[src/rtl/port_bank_pkg.sv]
// Shared definitions for port_bank: bus op encoding, reset values and the
// masked bit/byte update used by every register write path.
package port_bank_pkg;

  localparam logic [2:0] OP_IDLE     = 3'd0;
  localparam logic [2:0] OP_WR_LATCH = 3'd1;
  localparam logic [2:0] OP_RD_PORT  = 3'd2;
  localparam logic [2:0] OP_WR_DIR   = 3'd3;
  localparam logic [2:0] OP_WR_IE    = 3'd4;
  localparam logic [2:0] OP_CLR_FLAG = 3'd5;
  localparam logic [2:0] OP_RD_FLAG  = 3'd6;

  localparam logic [7:0] PORT_LATCH_RESET = 8'hFF;

  // Byte access replaces the register; bit access writes bin into every
  // position bit and holds the rest (position = 0 leaves cur untouched).
  function automatic logic [7:0] masked_update(input logic       bb,
                                               input logic [7:0] position,
                                               input logic [7:0] cur,
                                               input logic [7:0] din,
                                               input logic       bin);
    if (bb) begin
      return din;
    end
    return (cur & ~position) | (position & {8{bin}});
  endfunction

endpackage

[src/rtl/port_bank_if.sv]
// Internal-bus access path shared by all ports of port_bank.
interface port_bank_if #(
  parameter int unsigned NUM_PORTS = 4,
  parameter int unsigned WIDTH     = 8
);
  localparam int unsigned SEL_W = (NUM_PORTS > 1) ? $clog2(NUM_PORTS) : 1;

  logic [2:0]       op;
  logic [SEL_W-1:0] sel;
  logic             Bb;
  logic [WIDTH-1:0] position;
  logic             rmw;
  logic [WIDTH-1:0] din;
  logic             bin;
  logic [WIDTH-1:0] dout;
  logic             bout;
  logic             rd_valid;

  modport master (
    output op, sel, Bb, position, rmw, din, bin,
    input  dout, bout, rd_valid
  );

  modport slave (
    input  op, sel, Bb, position, rmw, din, bin,
    output dout, bout, rd_valid
  );
endinterface

[src/rtl/port_pin_sync.sv]
// Pad input synchroniser for one port, with an edge-history register that
// yields a one-cycle falling-edge pulse per bit.
module port_pin_sync #(
  parameter int unsigned WIDTH       = 8,
  parameter int unsigned SYNC_STAGES = 2
) (
  input  logic             clk,
  input  logic             reset,
  input  logic [WIDTH-1:0] pin,
  output logic [WIDTH-1:0] sync,
  output logic [WIDTH-1:0] fall
);

  logic [WIDTH-1:0] stage_q [SYNC_STAGES];
  logic [WIDTH-1:0] hist_q;

  // Reset to ones so an idle-high pad does not look like a falling edge.
  always_ff @(posedge clk or negedge reset) begin
    if (!reset) begin
      for (int i = 0; i < SYNC_STAGES; i++) begin
        stage_q[i] <= '1;
      end
      hist_q <= '1;
    end else begin
      stage_q[0] <= pin;
      for (int i = 1; i < SYNC_STAGES; i++) begin
        stage_q[i] <= stage_q[i-1];
      end
      hist_q <= stage_q[SYNC_STAGES-1];
    end
  end

  assign sync = stage_q[SYNC_STAGES-1];
  assign fall = hist_q & ~sync;

endmodule

[src/rtl/port_bank.sv]
// Bank of NUM_PORTS 8051-style I/O ports sharing one bus access path, with
// per-port falling-edge flags and interrupt requests.
module port_bank
  import port_bank_pkg::*;
#(
  parameter int unsigned NUM_PORTS   = 4,
  parameter int unsigned WIDTH       = 8,
  parameter int unsigned SYNC_STAGES = 2
) (
  input  logic                       clk,
  input  logic                       reset,
  port_bank_if.slave                 bus,
  input  logic [NUM_PORTS*WIDTH-1:0] pin_in,
  output logic [NUM_PORTS*WIDTH-1:0] pin_out,
  output logic [NUM_PORTS*WIDTH-1:0] pin_oe,
  output logic [NUM_PORTS-1:0]       irq
);

  localparam int unsigned SEL_W = (NUM_PORTS > 1) ? $clog2(NUM_PORTS) : 1;

  typedef logic [WIDTH-1:0] word_t;

  word_t latch_q [NUM_PORTS];
  word_t latch_d [NUM_PORTS];
  word_t dir_q   [NUM_PORTS];
  word_t dir_d   [NUM_PORTS];
  word_t ie_q    [NUM_PORTS];
  word_t ie_d    [NUM_PORTS];
  word_t flag_q  [NUM_PORTS];
  word_t flag_d  [NUM_PORTS];
  word_t sync    [NUM_PORTS];
  word_t fall    [NUM_PORTS];

  logic [7:0] pos8;
  logic [7:0] din8;
  logic       sel_ok;
  word_t      src;
  word_t      dout_d, dout_q;
  logic       bout_d, bout_q;
  logic       rd_valid_d, rd_valid_q;

  function automatic word_t apply(input logic       bb,
                                  input logic [7:0] pos,
                                  input logic [7:0] din,
                                  input logic       bin,
                                  input word_t      cur);
    logic [7:0] cur8;
    logic [7:0] res8;
    cur8             = '0;
    cur8[WIDTH-1:0]  = cur;
    res8             = masked_update(bb, pos, cur8, din, bin);
    return res8[WIDTH-1:0];
  endfunction

  for (genvar p = 0; p < NUM_PORTS; p++) begin : g_port
    port_pin_sync #(
      .WIDTH       (WIDTH),
      .SYNC_STAGES (SYNC_STAGES)
    ) u_sync (
      .clk   (clk),
      .reset (reset),
      .pin   (pin_in[p*WIDTH +: WIDTH]),
      .sync  (sync[p]),
      .fall  (fall[p])
    );

    assign pin_out[p*WIDTH +: WIDTH] = latch_q[p];
    assign pin_oe[p*WIDTH +: WIDTH]  = dir_q[p];
    assign irq[p]                    = |(flag_q[p] & ie_q[p]);
  end

  always_comb begin
    pos8            = '0;
    pos8[WIDTH-1:0] = bus.position;
    din8            = '0;
    din8[WIDTH-1:0] = bus.din;
    sel_ok          = (32'(bus.sel) < NUM_PORTS);
    src             = '0;

    for (int p = 0; p < NUM_PORTS; p++) begin
      latch_d[p] = latch_q[p];
      dir_d[p]   = dir_q[p];
      ie_d[p]    = ie_q[p];
      flag_d[p]  = flag_q[p] | fall[p];

      if (sel_ok && (bus.sel == SEL_W'(p))) begin
        case (bus.op)
          OP_WR_LATCH: latch_d[p] = apply(bus.Bb, pos8, din8, bus.bin, latch_q[p]);
          OP_WR_DIR:   dir_d[p]   = apply(bus.Bb, pos8, din8, bus.bin, dir_q[p]);
          OP_WR_IE:    ie_d[p]    = apply(bus.Bb, pos8, din8, bus.bin, ie_q[p]);
          // Clear first, then OR the new edges back in so a coincident set wins.
          OP_CLR_FLAG: flag_d[p]  = (flag_q[p] & ~apply(bus.Bb, pos8, din8, 1'b1, '0))
                                    | fall[p];
          default: ;
        endcase
        src = (bus.op == OP_RD_FLAG) ? flag_q[p] : (bus.rmw ? latch_q[p] : sync[p]);
      end
    end

    rd_valid_d = (bus.op == OP_RD_PORT) || (bus.op == OP_RD_FLAG);
    dout_d     = rd_valid_d ? src : dout_q;
    bout_d     = rd_valid_d ? (!bus.Bb && |(src & bus.position)) : bout_q;
  end

  always_ff @(posedge clk or negedge reset) begin
    if (!reset) begin
      for (int p = 0; p < NUM_PORTS; p++) begin
        latch_q[p] <= PORT_LATCH_RESET[WIDTH-1:0];
        dir_q[p]   <= '0;
        ie_q[p]    <= '0;
        flag_q[p]  <= '0;
      end
      dout_q     <= '0;
      bout_q     <= 1'b0;
      rd_valid_q <= 1'b0;
    end else begin
      for (int p = 0; p < NUM_PORTS; p++) begin
        latch_q[p] <= latch_d[p];
        dir_q[p]   <= dir_d[p];
        ie_q[p]    <= ie_d[p];
        flag_q[p]  <= flag_d[p];
      end
      dout_q     <= dout_d;
      bout_q     <= bout_d;
      rd_valid_q <= rd_valid_d;
    end
  end

  assign bus.dout     = dout_q;
  assign bus.bout     = bout_q;
  assign bus.rd_valid = rd_valid_q;

endmodule

[src/flat_wrapper.sv]
// flat-port wrapper written by rule: the top's interface ports become plain ports
module port_bank_flat import port_bank_pkg::*;
#(
  parameter int unsigned NUM_PORTS   = 4,
  parameter int unsigned WIDTH       = 8,
  parameter int unsigned SYNC_STAGES = 2
)
  (clk, reset, pin_in, pin_out, pin_oe, irq, bus_op, bus_sel, bus_Bb, bus_position, bus_rmw, bus_din, bus_bin, bus_dout, bus_bout, bus_rd_valid);
  port_bank_if #(.NUM_PORTS(NUM_PORTS), .WIDTH(WIDTH)) bus_i ();
  input  logic clk;
  input  logic reset;
  input  logic [NUM_PORTS*WIDTH-1:0] pin_in;
  output logic [NUM_PORTS*WIDTH-1:0] pin_out;
  output logic [NUM_PORTS*WIDTH-1:0] pin_oe;
  output logic [NUM_PORTS-1:0] irq;
  input wire logic [$bits(bus_i.op)-1:0] bus_op;
  input wire logic [$bits(bus_i.sel)-1:0] bus_sel;
  input wire logic [$bits(bus_i.Bb)-1:0] bus_Bb;
  input wire logic [$bits(bus_i.position)-1:0] bus_position;
  input wire logic [$bits(bus_i.rmw)-1:0] bus_rmw;
  input wire logic [$bits(bus_i.din)-1:0] bus_din;
  input wire logic [$bits(bus_i.bin)-1:0] bus_bin;
  output wire logic [$bits(bus_i.dout)-1:0] bus_dout;
  output wire logic [$bits(bus_i.bout)-1:0] bus_bout;
  output wire logic [$bits(bus_i.rd_valid)-1:0] bus_rd_valid;
  assign bus_i.op = bus_op;
  assign bus_i.sel = bus_sel;
  assign bus_i.Bb = bus_Bb;
  assign bus_i.position = bus_position;
  assign bus_i.rmw = bus_rmw;
  assign bus_i.din = bus_din;
  assign bus_i.bin = bus_bin;
  assign bus_dout = bus_i.dout;
  assign bus_bout = bus_i.bout;
  assign bus_rd_valid = bus_i.rd_valid;
  port_bank #(.NUM_PORTS(NUM_PORTS), .WIDTH(WIDTH), .SYNC_STAGES(SYNC_STAGES)) u_core (.clk(clk), .reset(reset), .bus(bus_i), .pin_in(pin_in), .pin_out(pin_out), .pin_oe(pin_oe), .irq(irq));
endmodule
[config.mk]
export PLATFORM = sky130hd
export DESIGN_NAME = port_bank_flat
export DESIGN_NICKNAME = d
export VERILOG_FILES = /design/src/rtl/port_bank_pkg.sv /design/src/rtl/port_bank_if.sv /design/src/rtl/port_pin_sync.sv /design/src/rtl/port_bank.sv /design/src/flat_wrapper.sv
export SDC_FILE = /design/constraint.sdc
export NUM_CORES = 1
export LEC_CHECK = 0
export CORE_ASPECT_RATIO = 0.7
export CORE_UTILIZATION = 26
export CTS_BUF_LIST = sky130_fd_sc_hd__clkbuf_2
export CTS_CLUSTER_DIAMETER = 120
export DETAILED_ROUTE_END_ITERATION = 16
export PLACE_DENSITY_LB_ADDON = 0.05
export SYNTH_ARGS = -nofsm -noshare
export SYNTH_HDL_FRONTEND = slang
export SYNTH_SLANG_ARGS = --single-unit
export TNS_END_PERCENT = 30
[constraint.sdc]
create_clock -name clk -period 2.37 [get_ports clk]
set_input_delay 0.3555 -clock clk [delete_from_list [all_inputs] [get_ports clk]]
set_output_delay 0.3555 -clock clk [all_outputs]
set_load 0.03 [all_outputs]
==> results.txt <==
* Final-stage net count: 1143
* Flops & latches, synth: roughly 230
- Instance count of the mapped netlist: 808
- Dominant cells by area after synthesis: sky130_fd_sc_hd__dfstp_2, sky130_fd_sc_hd__dfrtp_1, sky130_fd_sc_hd__a21oi_1
- TritonCTS clock tree: done
- The worst pin sits at a relative slew slack of approximately 28%.
* Routed vias: 7380
* Leading cell type in the layout, fill and taps excluded: sky130_fd_sc_hd__dfstp_2
* Number of buffers inserted by port buffering: between 100 and 150
* Count of standard-cell rows: between 50 and 60
- Root buffer selected by CTS: sky130_fd_sc_hd__clkbuf_2
* Number of endpoints with negative hold slack in the final report: 0
- Routed via count divided by cell count: about 4.6
- Number of remaining DRC errors: 0
* Clock buffer count from CTS: 66
* Remaining Overflow, GRT: 0
- The H-tree was split into 3 levels.
- Family with the most delay on the worst path: flip-flops
- Counting every sink on the clock net gives 234.
- Clock-pin slew on the worst setup and hold paths: 0.10 ns
* Multi-input gate area: 3000 sq um
* Failing checks: setup timing
- Summed over its instances, the top area cell type makes up around 36% of the synthesized netlist area.
- From left edge to right edge, the die measures 228 um.
* Final cell count without fillers: ~1600
- Post-Route Skew: 0.0925 ns
- Routed WL per cell: ~21 um
- Clock latency on the worst-skew pair: 0.96 ns
- Fill cells in the final layout number approximately 3500.
- Power Total: approximately 11 mW
* Met2 Use GR: 26.0%
- Walking the worst path, the cells encountered are a22oi_2 -> nand4_1 -> buf_6.
- Number of distinct library cell variants in the gate-level netlist after synthesis: 44
- Post-detailed-routing wire length: ~33 mm
* Clock buffer depth: 3
* Critical Path Stages: 3
- Number of warnings issued by yosys: 0
- Transition time of the tightest slew-check pin: 1.08 ns
- Number of pins exceeding their max-slew limit in the final report: 0
- Run status: finished, violations left
- The largest individual stage delay along the critical path comes from the cell sky130_fd_sc_hd__dfrtp_2.
* Net count of the mapped netlist: 866
- Yosys mapped a number of flops with a built-in enable equal to 0.
* Leakage power figure: 5.47 nW
- Crit path buffers/inverters: 1
- Area taken by flip-flops and latches: around 6000 sq um
- Kind of launch point of the worst setup path: flip-flop
* Tot GR Track Use: 18.6%
- IR analysis of the VDD net gives a maximum drop of 0.298 mV.
- First-pass GRT wire length: 50.0 mm
- Once the floorplan was initialized, standard cells occupied 26.6% of the core.
- The layer flagged by global routing as most heavily used is met1.
- CP required: 2.01 ns
* Ratio of cells with drive above 1 in the final layout: 34.5%
- In this run the worst hold path is classified as primary input to asynchronous set/reset pin.
- Commonest non-fill, non-tap cells in the layout: sky130_fd_sc_hd__dfstp_2, sky130_fd_sc_hd__clkbuf_2, sky130_fd_sc_hd__nor2_1
- The count of nets left with antenna violations once routing finished came out at 0.
- The die covers 36600 sq um.
- The largest single stage delay on the critical path is 0.48 ns.
- Arrival @ worst endpoint: 2.05 ns
- Area delta synth->final: 37.9%
* Share of synthesized registers carrying an async set or reset: 100%
- Including well taps, the total number of placed cells is 1439.
- Setup repair after global routing missed its margin: true
- Number of optimization iterations in the first detailed-route pass: 5
- The biggest area contributor in the post-synthesis netlist is sky130_fd_sc_hd__dfstp_2.
* Setup WS post-layout: -0.0320 ns
- Count of pins on the block boundary: 136
* Share of the yosys chip area belonging to registers: 64.5%
- Per-instance average area after synthesis: 11.5 sq um
- For this run, the leading register cell type out of synthesis is sky130_fd_sc_hd__dfstp_2.
- Maxcap violations: 0
- Derived from the worst setup path, the maximum achievable clock frequency is 416 MHz.
- The core region is 35000 sq um.
- At the end of routability-driven placement, the weighted congestion stood at 0.820.
- In this run, the number of DRC markers left after iteration 0 of detailed routing was around 540.
* Critical Path Sink Type: output port
- Met1 routing resource usage after global routing: between 20 and 30%
- The die is roughly 160 um tall.
- Worst setup path class: flip-flop to output port
- After synthesis the cells add up to 9320 sq um.
- Counting I/O delays and the setup requirement, the final critical path takes 2.40 ns.
* Vias in the first global route: 7524
- Final Cycle Share: 101%
* Hpwl dp: around 24 mm
* Pwr per Cell Area: about 840 nW/um^2
* Maximum number of pins on one net before global-route repair: 74
- Maximum fanout count along the critical path: 3
* Antenna violations before repair: 2
- For the worst flop-to-flop path, the logic depth is 6.
* Setup violations, final: 3
- Global routing consumed, on the met3 layer, approximately 4.8% of the routing resources.
-- per-stage QoR --
step                TNS [ns]  setup slack [ns]  hold slack (ns)  cell area, sq um  utilization [%]
finish               -0.0491           -0.0320            0.102             12900             36.7
global route          -0.429            -0.181           0.0440             12900             36.7
CTS                   -0.428            -0.219          0.00863             12800             36.6
detailed placement     -1.07            -0.190            0.296             11700             33.5
global placement      -0.597            -0.159            0.299             11700             33.5
floorplan                  0             0.509           0.0599              9320                -
-- per-layer routing --
layer  vias up  wire (um)
met4         0        615
met3        52       1780
met5         -          0
li1       3470          -
met1      3648      17000
met2       210      14000
-- worst register-to-register path: cells and delay by family, from the launching register on --
family	cells	cell delay, ns
AOI/OAI and AO/OA	3	0.72
muxes	1	0.47
buffers and inverters	2	0.34
DFF	1	0.45
-- path summary, 6_finish.rpt --
kind	to	start	slack (ns)
hold / removal	asynchronous set/reset pin	reset	0.10
hold reg to reg	u_core.g_port[1].u_sync.sync[1]$_DFF_PN1_	u_core.g_port[1].u_sync.stage_q[9]$_DFF_PN1_	0.27
min in group clk	u_core.bus.bout$_DFFE_PN0P_	bus_position[2]	0.24
max in group asynchronous	u_core.flag_q[19]$_DFF_PN0_	reset	0.65
setup reg to reg	u_core.bus.bout$_DFFE_PN0P_	u_core.flag_q[16]$_DFF_PN0_	0.31
setup / recovery	irq[0]	u_core.flag_q[25]$_DFF_PN0_	-0.03
-- timing repair --
item                                   in CTS  in global routing
cloned                                      0                  0
gates resized for setup                   128                 12
buffers inserted                           16                  0
setup endpoints to repair                  77                  6
pin swaps                                   8                  5
hold buffers                               34                  0
endpoints found under the hold margin     226                  0
-- synth_stat cells (11+ instances only) --
master	instances
sky130_fd_sc_hd__dfrtp_1	106
sky130_fd_sc_hd__nand2b_1	18
sky130_fd_sc_hd__o21ai_0	78
sky130_fd_sc_hd__a31oi_1	51
sky130_fd_sc_hd__dfstp_2	128
sky130_fd_sc_hd__a21oi_1	93
sky130_fd_sc_hd__inv_1	33
sky130_fd_sc_hd__nor2_1	99
sky130_fd_sc_hd__a22oi_1	23
sky130_fd_sc_hd__mux2i_1	11
sky130_fd_sc_hd__nand2_1	11
sky130_fd_sc_hd__clkbuf_1	38
-- report_power, final --
part	internal, mW	switching [mW]
combinational	0.965	1.48
clock	1.45	1.82
sequential	4.70	0.422
total	7.12	3.72
-- area by class of cell --
cell class	count	share of cell area, %
Antenna cell	1	0.0195
Clock buffer	101	3.93
Clock inverter	18	1.17
Inverter	33	0.964
Multi-Input combinational cell	490	23.4
Sequential cell	234	46.9
Tap cell	472	4.60
Timing Repair Buffer	260	19.0
-- cell families after synthesis --
family	share of synthesized area, %
multiplexers	5.09
flip-flops	64.5
AND/OR/NAND/NOR	8.68
AO/OA/AOI/OAI	17.8
buffers and inverters	3.89
No activity file was read; power rests on OpenSTA's default activity.
